**config.mk**
```make
export PLATFORM = sky130hd
export DESIGN_NAME = regfile_wr_arb
export DESIGN_NICKNAME = d
export VERILOG_FILES = /design/src/rtl/regfile_wr_arb.sv
export SDC_FILE = /design/constraint.sdc
export NUM_CORES = 1
export LEC_CHECK = 0
export BUFFER_PORTS_ARGS = -buffer_cell sky130_fd_sc_hd__buf_2
export CAP_MARGIN = 20
export CORE_ASPECT_RATIO = 1.4
export CORE_UTILIZATION = 25
export CTS_CLUSTER_DIAMETER = 40
export DETAILED_ROUTE_END_ITERATION = 16
export GPL_ROUTABILITY_DRIVEN = 1
export SLEW_MARGIN = 20
export SYNTH_ARGS = -nofsm -noshare
export SYNTH_HDL_FRONTEND = slang
export SYNTH_SLANG_ARGS = --single-unit
```
**constraint.sdc**
```tcl
create_clock -name clk_i -period 2.1 [get_ports clk_i]
set_clock_uncertainty 0.1 [all_clocks]
set_input_delay 0.21 -clock clk_i [delete_from_list [all_inputs] [get_ports clk_i]]
set_output_delay 0.21 -clock clk_i [all_outputs]
set_load 0.1 [all_outputs]
```
**src/rtl/regfile_wr_arb.sv**
```systemverilog
// regfile_wr_arb: two-requester writeback arbiter for the register-file write port.
// Optional build macro REGFILE_ARB_R0_DISCARD_EN suppresses writes to r0.
`default_nettype none

module regfile_wr_arb #(
    parameter int DW         = 16,
    parameter int AW         = 3,
    parameter int STARVE_MAX = 3
) (
    input  logic          clk_i,
    input  logic          reset_ni,
    input  logic          a_valid_i,
    input  logic [AW-1:0] a_wr_i,
    input  logic [DW-1:0] a_wd_i,
    output logic          a_ready_o,
    input  logic          b_valid_i,
    input  logic [AW-1:0] b_wr_i,
    input  logic [DW-1:0] b_wd_i,
    output logic          b_ready_o,
    output logic          rf_en_o,
    output logic [AW-1:0] rf_wr_o,
    output logic [DW-1:0] rf_wd_o,
    output logic [AW-1:0] pend_wr_o
);

    localparam logic [3:0] STARVE_LIM = 4'(STARVE_MAX);

    logic [3:0]    starve_q, starve_d;
    logic          rf_en_q;
    logic [AW-1:0] rf_wr_q;
    logic [DW-1:0] rf_wd_q;

    logic          grant_a, grant_b, write_d;
    logic [AW-1:0] win_wr;
    logic [DW-1:0] win_wd;

    // A wins unless B has been starved for STARVE_MAX consecutive cycles.
    assign grant_a = a_valid_i & (~b_valid_i | (starve_q != STARVE_LIM));
    assign grant_b = b_valid_i & ~grant_a;

    assign win_wr = grant_b ? b_wr_i : a_wr_i;
    assign win_wd = grant_b ? b_wd_i : a_wd_i;

`ifdef REGFILE_ARB_R0_DISCARD_EN
    // r0 writes are still handshaken and still count as grants, but never reach the file.
    assign write_d = (grant_a | grant_b) & (win_wr != '0);
`else
    assign write_d = grant_a | grant_b;
`endif

    always_comb begin
        starve_d = starve_q;
        if (!b_valid_i || grant_b) begin
            starve_d = 4'd0;
        end else if (starve_q != STARVE_LIM) begin
            starve_d = starve_q + 4'd1;
        end
    end

    always_ff @(posedge clk_i or negedge reset_ni) begin
        if (!reset_ni) begin
            starve_q <= 4'd0;
            rf_en_q  <= 1'b0;
            rf_wr_q  <= '0;
            rf_wd_q  <= '0;
        end else begin
            starve_q <= starve_d;
            rf_en_q  <= write_d;
            if (write_d) begin
                rf_wr_q <= win_wr;
                rf_wd_q <= win_wd;
            end
        end
    end

    assign a_ready_o = grant_a;
    assign b_ready_o = grant_b;
    assign rf_en_o   = rf_en_q;
    assign rf_wr_o   = rf_wr_q;
    assign rf_wd_o   = rf_wd_q;
    assign pend_wr_o = rf_wr_q;

endmodule

`default_nettype wire

```
* After elaboration in Yosys (flattened, before gate mapping)
Index checks and enable logic that the tools add are counted.
** Operators by class
- Add/subtract/negate cells :: 1
- Reductions and logical operators :: 3
- Muxes and demuxes :: 4
- Bitwise gates (word level) :: 6
- Eq/ne operators :: 1
** Operators by type and width (number)
- $mux W16 :: 1
- $mux W4 :: 2
- $add A4 B1 Y4 const B :: 1
- $ne A4 B2 Y1 const B :: 1
- $mux W3 :: 1
- $and A1 B1 Y1 :: 2
- $not A1 Y1 :: 2
- $or A1 B1 Y1 :: 2
- $reduce_bool A2 Y1 :: 1
- $logic_not A1 Y1 :: 1
- $logic_or A1 B1 Y1 :: 1
** Word-level totals
- Register bits after elaboration :: 24
- Word-level logic and storage cells :: 19
- Input port bits :: 42
- Output and inout bits :: 25

* Longest topological paths before layout
- Depth in word-level cells :: 7
- Gate-level depth with buffers :: 6
- Gate-level depth less buffers :: 5

* Worst setup path before layout
OpenSTA, ideal clock, no wires.
- Path kind :: reg-to-output
- From :: reg starve_q[0]
- To :: out b_ready_o
- Data required time :: 1.790 ns
- Setup slack :: -0.005 ns
- Stages on the path, launching flop included :: 6
- Data arrival time :: 1.795 ns
- Cells stage by stage :: dfrtp_1 ha_1 nand2_2 o31ai_4 buf_6 and2_1
** Between the ends
- Longest elaborated chain between the ends :: 5
** Ends and longest elaborated chain
- start: declaration :: RTL line 28 : logic [3:0] starve_q, starve_d;
- start signal: assignment :: RTL line 67 : starve_q <= starve_d;
- $ne A4 B2 Y1 :: RTL line 38 : assign grant_a = a_valid_i & (~b_valid_i | (starve_q != STARVE_LIM));
- $or A1 B1 Y1 :: RTL line 38
- $and A1 B1 Y1 :: RTL line 38
- $not A1 Y1 :: RTL line 39 : assign grant_b = b_valid_i & ~grant_a;
- $and A1 B1 Y1 :: RTL line 39
- end: declaration :: RTL line 19 : output logic b_ready_o,
No other way between the ends.

* Worst setup path after layout
- From :: reg starve_q[0]
- To :: out a_ready_o
** Between the ends
- Longest elaborated chain between the ends :: 3
** Ends and longest elaborated chain
- $ne A4 B2 Y1 :: RTL line 38
- $or A1 B1 Y1 :: RTL line 38
- $and A1 B1 Y1 :: RTL line 38
- end: declaration :: RTL line 15 : output logic a_ready_o,
No other way between the ends.

==> flow_summary_export.csv <==
group,metric,value,unit
run_status,status,"finished clean",
min_path,min_path_type,"in2reg",
sta,setup_viol,0,
detailed_routing,antenna_left,0,
grt,gr-usage-all-layers,0.123,
synth,yosysMostFrequentCell,"mux2_2",
grt,grt_max_degree,25,
worst_setup_path,cp-start-kind,"flip-flop",
worst_setup_path,reg2regPathDepth,6,
power,pwr-share-clk,0.200,
floorplanning,die_x,60.6,um
worst_setup_path,regToRegStartpoint,"starve_q[0]",
worst_setup_path,reg2reg_to,"rf_wd_o[3]",
clock_network,htree_levels,1,
placement,gp_congestion,0.700,
min_path,hold-path-endpoint,"rf_wd_o[15]",
layout,antenna_cells,0,
grt,grt_pass1_vias,1079,
synth,ys_seq_area_frac,0.499,
clock_network,insertion_delay,0.26,ns
synth,synth_top_area_cell,"dfrtp_1",
sta,whs,0.0532,ns
detailed_routing,vias,915,
layout,instances_no_fill,214,
power,p_sw,593,uW
worst_setup_path,end_kind,"output port",
synth,syn-instance-count,83,
power,pwr_density_cell,819,nW/um2
power,switching_share,0.436,
detailed_routing,totalWireLength,2.74,mm
sta,rsz0062_at_grt,"no",
clock_network,clock-sinks,24,
grt,antenna_found_initial,0,
synth,synth_fp_nets,126,
floorplanning,start_util,0.263,
layout,final_nets,197,
worst_setup_path,critPathKind,"reg2out",
synth,synth_seq_cells,24,
sta,report.final.slew_viol_count,0,
layout,drive_gt1_frac,0.776,
power,power_frac_seq,0.383,
worst_setup_path,path_max_fanout,6,
placement,place.detailed.hpwl,2.12,mm
synth,synth.distinct_cells,17,
clock_network,path_clk_slew,0.09,ns
placement,port-buffer-count,66,
synth,synth_top_area_frac,0.499,
floorplanning,io_pins,67,
synth,synth_edf_count,0,
power,power.total,1.36,mW
layout,fin_area,1660,um2
clock_network,cts_tree,"done",
synth,synth_ff_type,"dfrtp_1",
synth,yosys-top-cells-area,"dfrtp_1 50%, mux2_2 34%, buf_6 2.8%",
grt,gr-total-overflow,0,
min_path,hp-start,"a_wd_i[15]",
power,p_leak,0.814,nW
grt,grt_pass1_wl,4.67,mm
power,ir_drop,0.285,mV
synth,ys_top_cells_by_count,"36 x mux2_2, 24 x dfrtp_1, 4 x buf_4, 3 x and3_1, 3 x buf_6",
min_path,holdPathStages,2,
floorplanning,die_h,84.1,um
sta,fmax,503,MHz
clock_network,cts_buffers,3,
worst_setup_path,r2r_slack,0.20,ns
detailed_routing,vias_per_cell,4.28,
worst_setup_path,worst_ep_required_time,1.79,ns
sta,setup_tns,0,ns
placement,post-place-cells,206,
flow_run,drv_cap,0,
floorplanning,dieArea,5090,um2
synth,yosysWarnings,0,
placement,place_area,1580,um2
floorplanning,core_region_area,4570,um2
synth,mappedNetlistArea,1200,um2
sta,finalCriticalPeriod,1.99,ns
sta,worstMarginPinSlew,0.563,ns
worst_setup_path,arrival,1.68,ns
detailed_routing,drt_iter0_drc,7,
sta,final_hold_viol_count,0,
synth,syn_area_per_cell,14.5,um2
detailed_routing,drc,0,
clock_network,clock_path_buffers,2,
worst_setup_path,cp-startpoint,"starve_q[0]",
clock_network,cts_root_buf,"clkbuf_8",
detailed_routing,wl_per_cell,12.8,um
layout,area_delta_synth_final,38.4,%
power,comb_power_share,0.416,
synth,async_reset_ff_frac,1.00,
floorplanning,core.rowCount,29,
sta,slew_headroom,0.624,
power,intPower,769,uW
detailed_routing,drtPass1Iterations,2,
sta,fin_crit_sh,0.947,
cell families after synthesis:
group | synth area share
compound gates | 0.0177
fa+ha+maj | 0.0104
mux | 0.356
simple gates | 0.0416
flops | 0.499
buf+inv | 0.0603
xor+xnor | 0.0146
metal layers:
metal | vias to the layer above | share of wire | GRT usage
met3 | 2 | 0.054 | 0.0202
met4 | 0 | 0.0062 | 0.0372
met1 | 444 | 0.38 | 0.134
li1 | 429 | - | -
met5 | - | 0 | 0
met2 | 40 | 0.56 | 0.231
state kept, by name, summed over array words and instances, names as in the netlist:
register	count
starve_q	4
rf_wd_o	16
pend_wr_o	3
rf_en_o	1
power by group through the flow:
stage	Sequential, mW	Combinational [mW]	Clock, mW
after floorplan	0.818	0.172	0
after global placement	0.529	0.557	0
after detailed placement	0.532	0.565	0
after CTS	0.523	0.567	0.289
after global routing	0.529	0.591	0.306
final	0.522	0.567	0.273
cells in the final DEF, fill, tap and decap left out:
cell           synthesis  layout
xnor2_1                1       1
nand3_1                1       1
ha_2                   0       1
buf_12                 0       1
inv_2                  1       1
xor2_1                 1       1
and3_1                 3       3
or2_2                  1       1
mux2_1                 2       2
mux2_2                36      36
nor3b_1                1       1
buf_4                  4       7
and2_2                 0       1
buf_2                  1      65
clkbuf_8               0       3
dfrtp_1               24      24
o31ai_4                1       1
dlygate4sd3_1          0       1
nand2_2                1       1
worst max-delay path by stage:
stage / endpoint / slack (ns) / cells after the start
after CTS: a_ready_o / 0.06 / 5
after detailed placement: rf_wd_o[3] / 0.25 / 5
final: a_ready_o / 0.11 / 5
after global routing: b_ready_o / 0.01 / 5
after floorplan: b_ready_o / 0.28 / 5
after global placement: rf_wd_o[6] / 0.33 / 5
layout make-up:
class,count,area [um2]
Clock buffer,3,41.3
Timing Repair Buffer,74,408
Tap cell,62,77.6
Sequential cell,24,601
Multi-Input combinational cell,50,533
Fill cell,475,2910
Inverter,1,3.75
metrics by stage:
| stage | utilization | worst slack [ns] |
|---|---|---|
| 2_1_floorplan | - | 0.280 |
| 3_3_place_gp | 0.346 | 0.332 |
| 3_5_place_dp | 0.346 | 0.250 |
| 4_1_cts | 0.357 | 0.0561 |
| 5_1_grt | 0.364 | 0.00981 |
| 6_report | 0.364 | 0.110 |
critical path, cell delays in order (launching register included):
cell	delay, ns
dfrtp_1	0.39
ha_2	0.21
nand2_2	0.06
o31ai_4	0.34
inv_2	0.10
buf_2	0.31
repair_timing:
item	4_1_cts	5_1_grt
hold buffers	1	0
setup buffers	0	4
gates resized for setup	0	1
setup endpoints to repair	0	2
hold endpoints to repair	24	0
(Power assumes the default switching activity.)
